===== config.mk =====
export PLATFORM = sky130hd
export DESIGN_NAME = seg7_scan
export DESIGN_NICKNAME = d
export VERILOG_FILES = /design/src/rtl/seg7_scan.sv
export SDC_FILE = /design/constraint.sdc
export NUM_CORES = 1
export LEC_CHECK = 0
export ABC_CLOCK_PERIOD_IN_PS = 4900
export CAP_MARGIN = 30
export CELL_PAD_IN_SITES_DETAIL_PLACEMENT = 0
export CELL_PAD_IN_SITES_GLOBAL_PLACEMENT = 1
export CORE_MARGIN = 3
export CORE_UTILIZATION = 42
export CTS_CLUSTER_SIZE = 20
export DETAILED_ROUTE_END_ITERATION = 6
export PLACE_DENSITY_LB_ADDON = 0.15
export SYNTH_ARGS = -nofsm -noshare
export SYNTH_HDL_FRONTEND = slang
export SYNTH_SLANG_ARGS = --single-unit

===== constraint.sdc =====
create_clock -name clk -period 4.9 [get_ports clk]
set_input_delay 0.735 -clock clk [delete_from_list [all_inputs] [get_ports clk]]
set_output_delay 0.735 -clock clk [all_outputs]
set_load 0.01 [all_outputs]

===== src/rtl/seg7_scan.sv =====
`default_nettype none
// +--------------------------------------------------------------------------+
// | seg7_scan : time-multiplexed N-digit seven-segment driver with dead-time, |
// | per-frame input snapshot and optional leading-zero blanking. Rev 1.0      |
// +--------------------------------------------------------------------------+
module seg7_scan #(
   parameter int NUM_DIGITS    = 8,
   parameter int CLK_DIV       = 100000,
   parameter int GAP_CYCLES    = 16,
   parameter int LZ_SUPPRESS   = 0,
   parameter int AN_ACTIVE_LOW = 1
) (
   input  logic                          clk,
   input  logic                          rst,
   input  logic                          en,
   input  logic [4*NUM_DIGITS-1:0]       val,
   input  logic [NUM_DIGITS-1:0]         dp,
   input  logic [NUM_DIGITS-1:0]         blank,
   output logic [7:0]                    seg,
   output logic [NUM_DIGITS-1:0]         an,
   output logic [$clog2(NUM_DIGITS)-1:0] digit_idx,
   output logic                          frame_start
);

   localparam int IW   = $clog2(NUM_DIGITS);
   localparam int CMAX = (CLK_DIV > GAP_CYCLES) ? CLK_DIV : GAP_CYCLES;
   localparam int CW   = $clog2(CMAX);
   localparam logic [NUM_DIGITS-1:0] AN_OFF =
      (AN_ACTIVE_LOW != 0) ? {NUM_DIGITS{1'b1}} : {NUM_DIGITS{1'b0}};
   localparam logic [NUM_DIGITS-1:0] ONE_HOT0 = {{(NUM_DIGITS-1){1'b0}}, 1'b1};

   typedef enum logic [0:0] {
      ST_GAP   = 1'b0,
      ST_DRIVE = 1'b1
   } state_t;

   state_t                  state_q, state_d;
   logic [CW-1:0]           cnt_q, cnt_d;
   logic [IW-1:0]           idx_q, idx_d;
   logic [4*NUM_DIGITS-1:0] val_s_q, val_s_d;
   logic [NUM_DIGITS-1:0]   dp_s_q, dp_s_d;
   logic [NUM_DIGITS-1:0]   blank_s_q, blank_s_d;
   logic [7:0]              seg_q, seg_d;
   logic [NUM_DIGITS-1:0]   an_q, an_d;
   logic                    fs_q, fs_d;

   logic [4*NUM_DIGITS-1:0] src_val;
   logic [NUM_DIGITS-1:0]   src_dp, src_blank, lead;
   logic                    all_zero;
   logic [3:0]              nib;
   logic                    dp_bit, blank_bit, lead_bit;
   logic [7:0]              dec, drv_seg;
   logic [NUM_DIGITS-1:0]   drv_an;

   function automatic logic [7:0] hex7(input logic [3:0] n);
      logic [7:0] s;
      s = 8'hFF;
      case (n)
         4'h0: s = 8'hC0;  4'h1: s = 8'hF9;  4'h2: s = 8'hA4;  4'h3: s = 8'hB0;
         4'h4: s = 8'h99;  4'h5: s = 8'h92;  4'h6: s = 8'h82;  4'h7: s = 8'hF8;
         4'h8: s = 8'h80;  4'h9: s = 8'h90;  4'hA: s = 8'h88;  4'hB: s = 8'h83;
         4'hC: s = 8'hC6;  4'hD: s = 8'hA1;  4'hE: s = 8'h86;  4'hF: s = 8'h8E;
         default: s = 8'hFF;
      endcase
      return s;
   endfunction

   // Digit 0 is latched on the same edge it is first shown, so it must read the live inputs.
   always_comb begin
      src_val   = (idx_q == '0) ? val   : val_s_q;
      src_dp    = (idx_q == '0) ? dp    : dp_s_q;
      src_blank = (idx_q == '0) ? blank : blank_s_q;
      all_zero  = 1'b1;
      lead      = '0;
      for (int i = NUM_DIGITS - 1; i >= 0; i--) begin
         all_zero = all_zero & (src_val[4*i +: 4] == 4'h0);
         lead[i]  = all_zero && (i != 0) && (LZ_SUPPRESS != 0);
      end
      nib       = src_val[{idx_q, 2'b00} +: 4];
      dp_bit    = src_dp[idx_q];
      blank_bit = src_blank[idx_q];
      lead_bit  = lead[idx_q];
      dec       = hex7(nib);
      drv_seg   = 8'hFF;
      drv_an    = AN_OFF;
      if (!(blank_bit || (lead_bit && !dp_bit))) begin
         drv_an  = (AN_ACTIVE_LOW != 0) ? ~(ONE_HOT0 << idx_q) : (ONE_HOT0 << idx_q);
         drv_seg = lead_bit ? 8'h7F : {dec[7] & ~dp_bit, dec[6:0]};
      end
   end

   always_comb begin
      state_d   = state_q;
      cnt_d     = cnt_q;
      idx_d     = idx_q;
      val_s_d   = val_s_q;
      dp_s_d    = dp_s_q;
      blank_s_d = blank_s_q;
      seg_d     = seg_q;
      an_d      = an_q;
      fs_d      = 1'b0;
      if (!en) begin
         state_d = ST_GAP;
         cnt_d   = '0;
         idx_d   = '0;
         seg_d   = 8'hFF;
         an_d    = AN_OFF;
      end else begin
         case (state_q)
            ST_GAP: begin
               if (cnt_q == CW'(GAP_CYCLES - 1)) begin
                  state_d = ST_DRIVE;
                  cnt_d   = '0;
                  seg_d   = drv_seg;
                  an_d    = drv_an;
                  fs_d    = (idx_q == '0);
                  if (idx_q == '0) begin
                     val_s_d   = val;
                     dp_s_d    = dp;
                     blank_s_d = blank;
                  end
               end else begin
                  cnt_d = cnt_q + CW'(1);
               end
            end
            ST_DRIVE: begin
               if (cnt_q == CW'(CLK_DIV - 1)) begin
                  state_d = ST_GAP;
                  cnt_d   = '0;
                  seg_d   = 8'hFF;
                  an_d    = AN_OFF;
                  idx_d   = (idx_q == IW'(NUM_DIGITS - 1)) ? '0 : idx_q + IW'(1);
               end else begin
                  cnt_d = cnt_q + CW'(1);
               end
            end
            default: state_d = ST_GAP;
         endcase
      end
   end

   always_ff @(posedge clk or posedge rst) begin
      if (rst) begin
         state_q   <= ST_GAP;
         cnt_q     <= '0;
         idx_q     <= '0;
         val_s_q   <= '0;
         dp_s_q    <= '0;
         blank_s_q <= '0;
         seg_q     <= 8'hFF;
         an_q      <= AN_OFF;
         fs_q      <= 1'b0;
      end else begin
         state_q   <= state_d;
         cnt_q     <= cnt_d;
         idx_q     <= idx_d;
         val_s_q   <= val_s_d;
         dp_s_q    <= dp_s_d;
         blank_s_q <= blank_s_d;
         seg_q     <= seg_d;
         an_q      <= an_d;
         fs_q      <= fs_d;
      end
   end

   assign seg         = seg_q;
   assign an          = an_q;
   assign digit_idx   = idx_q;
   assign frame_start = fs_q;

endmodule
`default_nettype wire


Word level (Yosys, flattened, before mapping)
Memory sizes are Yosys's and may differ from the RTL's.
Cells that the tools add are included.
- ROM bits: 120
- logic and storage cells: 67
- output and inout port bits: 20
- latch bits: 0
- bits in registers: 86
- memory bits (writable): 0
- memories kept: 2
- memories (memory ; depth ; bits a word ; read ports ; clocked after Yosys merged registers in ; wr ports ; line ; source):
    (name not given) ; 16 ; 7 ; 1 ; 0 ; 0 ; 58 ; case (n)
    (name not given) ; 8 ; 1 ; 1 ; 0 ; 0 ; 82 ; lead_bit = lead[idx_q];
- multipliers: 0
- eq/ne operators: 7
- add/sub/neg operators: 2
- muxes and demuxes: 33
- shifts and indexed selects: 2
- bitwise logic cells: 4
- divide/modulo/power cells: 0
- order comparisons: 1
- reduce and logical (&&, ||, !) cells: 7
- operators with widths (operator ; count):
    $mux 8 ; 10
    $mux 17 ; 3
    $pmux 17 s2 ; 1
    $mux 32 ; 1
    $pmux 8 s2 ; 2
    $shiftx 32x6->4 ; 1
    $add 17x1->17 const B ; 1
    $eq 17x17->1 const B ; 1
    $eq 17x4->1 const B ; 1
    $mux 3 ; 4
    $mux 1 ; 9
    $not 8->8 ; 1
    $shl 1x3->8 const A ; 1
    $bmux 1 s3 ; 2
    $lt 3x4->1 const B ; 1
    $ne 2x1->1 const B ; 2
    $reduce_and 2->1 ; 2
    $add 3x1->3 const B ; 1
    $eq 3x3->1 const B ; 1
    $logic_not 3->1 ; 1
    $ne 3x2->1 const B ; 1
    $ne 3x3->1 const B ; 1
    $reduce_and 3->1 ; 1
    $not 1->1 ; 2
    other kinds (5) ; 5

Logic depth before layout (Yosys ltp)
- depth in word-level cells: 11
- mapped depth: 16
- depth with buffers taken out: 12

Worst setup path before layout
Ideal clock, no wire load.
- path type: flip-flop to flip-flop
- start: reg idx_q[0] (netlist: digit_idx[0])
- end: reg seg_q[3] (netlist: seg[3])
- buffers on the path: 4
- clock period less this slack: 3.852 ns
- data required time: 4.840 ns
- cell stages (with the launch flop): 16
- arrival time: 3.791 ns
- setup slack: 1.048 ns
- cell sequence: dfrtp_1 > buf_4 > inv_1 > clkbuf_1 > ha_1 > buf_6 > and2b_4 > buf_4 > mux4_2 > mux2i_1 > nand2_1 > nand2_1 > ha_1 > or4_1 > nand4_1 > o22a_1
- longest elaborated chain between the ends: 11
- elaborated cells on any way between the ends: 20
- classes of those cells: 1 x shift; 13 x mux; 4 x reduce/logical; 2 x memory
- ends and longest elaborated chain (what ; line ; source):
    start, declared ; 39 ; logic [IW-1:0] idx_q, idx_d;
    start signal, assigned ; 156 ; idx_q <= idx_d;
    parallel branches: the longest is 7 deep, another holds $mem_v2 16x7 ; - ;
    $mux 8 * ; 86 ; if (!(blank_bit || (lead_bit && !dp_bit))) begin
    $mux 8 * ; 111 ; if (cnt_q == CW'(GAP_CYCLES - 1)) begin
    $pmux 8 s2 * ; 109 ; case (state_q)
    $mux 8 * ; 102 ; if (!en) begin
    end signal, assigned ; 160 ; seg_q <= seg_d;
    end, declared ; 43 ; logic [7:0] seg_q, seg_d;
Mark *: on every way between the ends. The select of a mux whose other input is x is not followed.
A chain may end at the register's enable or synchronous reset.

Worst setup path after layout
Ends and elaborated chain as after synthesis.

==> summary.md <==
| Metric | Value |
|---|---|
| Outcome | `completed` |
| Synthesized Nets | `approximately 560` |
| Reg2reg setup slack | `about 1.1 ns` |
| CP endpoint kind | `flip-flop` |
| Placed inst area | `approximately 5600 um2` |
| Mapped Cells | `a little under 500` |
| RePlAce Congestion | `roughly 0.78` |
| Clock Root Buffer | `clkbuf_16` |
| Final Max Slew Viols | `0` |
| Worst Setup Start Kind | `flip-flop` |
| Share of the synthesized area in the top cell type | `0.366` |
| Synth cell count leaders | `nand2_1, dfrtp_1, nor2_1` |
| Yosys top cell by area | `dfrtp_1` |
| Unrepaired setup endpoints after global routing | `no` |
| # placed instances | `687` |
| CP max FO | `22` |
| Final period utilization | `0.773` |
| Seq. cell area | `around 2200 um2` |
| First-pass GRT wire length | `just under 20 mm` |
| Clk pin slew, worst setup/hold paths | `around 0.06 ns` |
| First-pass DRT Iterations | `4` |
| VDD IR max | `between 0.0002 and 0.00025 V` |
| I/O pin total | `between 70 and 80` |
| Num CTS Buffers | `9` |
| Yosys reg bits | `86` |
| Highest Clock Rate | `between 0.2 and 0.3 GHz` |
| Slew @ Worst Pin | `roughly 0.84 ns` |
| Max Cap Viol | `0` |
| EDFF count, synth | `0` |
| Total track usage | `0.191` |
| Remaining DRCs | `0` |
| Fraction of layout instances using a drive strength above 1 | `0.131` |
| Post-layout min period | `3.79 ns` |
| Antenna diode count | `0` |
| Synthesized area | `4790 um2` |
| Fin. Hold Viols | `0` |
| Reg2Reg Depth | `12` |
| Grt total ovfl | `0` |
| Clk buf depth | `2` |
| Critical path data arrival time | `4.07 ns` |
| Synth Flop Type | `dfrtp_1` |
| Rel. slew slack | `0.442` |
| Core Region | `roughly 11000 um2` |
| P&R area growth vs syn | `23.2%` |
| Worst skew pair latency | `roughly 0.34 ns` |
| Multi-input combinational cell area | `around 2400 um2` |
| Post-synth ARST share | `1.00` |
| Hold endpoint | `val_s_q[17]` |
| Util after Layout | `0.537` |
| Die Footprint | `roughly 13000 um2` |
| Buffers added on ports | `70` |
| Endpoint of the worst-slack reg-to-reg timing path | `seg[3]` |
| H-tree depth | `3` |
| # Post-CTS Setup Buffers | `0` |
| Critical path class | `flip-flop to flip-flop` |
| Via density | `roughly 5.2` |
| Post-synthesis sequential area ratio | `0.453` |
| Number of cell rows | `38` |
| WHS Path Cells | `2` |
| Chip width | `113 um` |
| CTS Hold Buffers Added | `0` |
| Synthesis Warnings | `0` |
| Worst hold slack | `about 0.46 ns` |
| Pwr per Cell Area | `277 nW/um2` |
| Worst flop-to-flop path startpoint | `digit_idx[0]` |
| DR vias | `between 3000 and 4000` |
| Hold path start | `val_s_q[17]` |
| Routed WL | `between 10 and 15 mm` |
| Setup violations, final | `0` |
| Design Area, Final | `~6000 um2` |
| Vias in the first global route | `~3800` |
| Final TNS setup | `0 ns` |
| Routed Antenna Nets | `0` |
| Final Instance Count excl. Fillers | `703` |
| HP Class | `flip-flop to flip-flop` |
| HPWL Detailed | `slightly above 8 mm` |
| Drt wl/cell | `roughly 16 um` |
| Chip height | `about 110 um` |
| Starting Density | `0.436` |
| Filler cells | `between 1000 and 1500` |
| Top post-synthesis cells by area | `dfrtp_1, nand2_1, dfstp_2` |
| LEAKAGE | `between 0.002 and 0.003 uW` |
| Count leader, synth | `nand2_1` |
| Initial antenna violation count | `0` |
| Post-CTS sizing | `0` |
| CTS tree | `done` |
| Number of DRC markers in iteration 0 | `roughly 240` |
| Unique masters post-synth | `63` |
| Largest net degree at the start of global routing | `50` |
| Worst endpoint required time | `between 5 and 6 ns` |
| CP Launch Point | `digit_idx[0]` |
| Clock sink count | `86` |
| Syn_area_per_cell | `~9.6 um2` |
| Clk_skew | `approximately 0.0067 ns` |
| Fin nets | `~620` |
sequential cells by signal (all words and copies together), names as in the netlist:
register and count:
seg 8, val_s_q 32, state_q 1, cnt_q 17, blank_s_q 8, frame_start 1, an 8, dp_s_q 8
digit_idx 3
area by class of cell:
cell class / count / area share
clock buffers: 12 / 0.0435
clock inverters: 4 / 0.0119
inverters: 10 / 0.00657
multi-input cells: 373 / 0.408
flip-flops and latches: 86 / 0.368
well taps: 140 / 0.0297
repair buffers: 78 / 0.132
where the power goes:
| part | internal (uW) | total (uW) | switching [uW] |
|---|---|---|---|
| Clock | 473 | 756 | 282 |
| Combinational | 70.5 | 134 | 63.5 |
| Sequential | 733 | 747 | 13.6 |
| Total | 1280 | 1640 | 360 |
critical path, stage by stage (launching register included):
cell and delay [ns]:
dfrtp_1 0.37, buf_4 0.22, inv_1 0.10, ha_1 0.54, and2b_4 0.42, mux4_2 0.54, mux2i_1 0.27, nand2_1 0.09
nand2_1 0.15, ha_1 0.26, or4_1 0.52, nand4_1 0.12, o22a_1 0.13
per-layer routing:
metal / global-route usage / part of all wire
met1: 0.271 / 0.49
met2: 0.301 / 0.46
met3: 0.0385 / 0.035
met4: 0.0505 / 0.012
met5: 0 / 0
worst max path at each step:
stage	end	slack, ns
after floorplan	seg[3]	1.05
after global placement	seg[3]	1.28
after detailed placement	seg[3]	1.17
after CTS	seg[3]	1.11
after global routing	seg[3]	0.86
final	seg[3]	1.11
stage by stage:
| stage | total power, uW | setup slack (ns) |
|---|---|---|
| 2_1_floorplan | 825 | 1.05 |
| 3_3_place_gp | 890 | 1.28 |
| 3_5_place_dp | 895 | 1.17 |
| 4_1_cts | 1650 | 1.11 |
| 5_1_grt | 1700 | 0.861 |
| 6_report | 1640 | 1.11 |
placed cells by master, fill, tap and decap left out, types with 7 or more instances in the layout:
cell type	count
inv_1	7
or3_1	7
clkdlybuf4s50_1	70
nor2_1	42
dfrtp_1	70
nand3_1	9
clkbuf_16	9
buf_4	7
mux2i_1	12
a21oi_1	13
nand2_1	165
ha_1	13
mux4_2	16
xnor2_1	9
dfstp_2	16
cell families after synthesis:
family                   Yosys count  synth area share
AO/OA/AOI/OAI                     55            0.0925
XOR/XNOR                          13            0.0238
adder cells (fa/ha/maj)           13            0.0340
buffers and inverters             38            0.0457
flip-flops                        86             0.453
multiplexers                      34             0.114
AND/OR/NAND/NOR                  258             0.236
(Power assumes the default switching activity.)
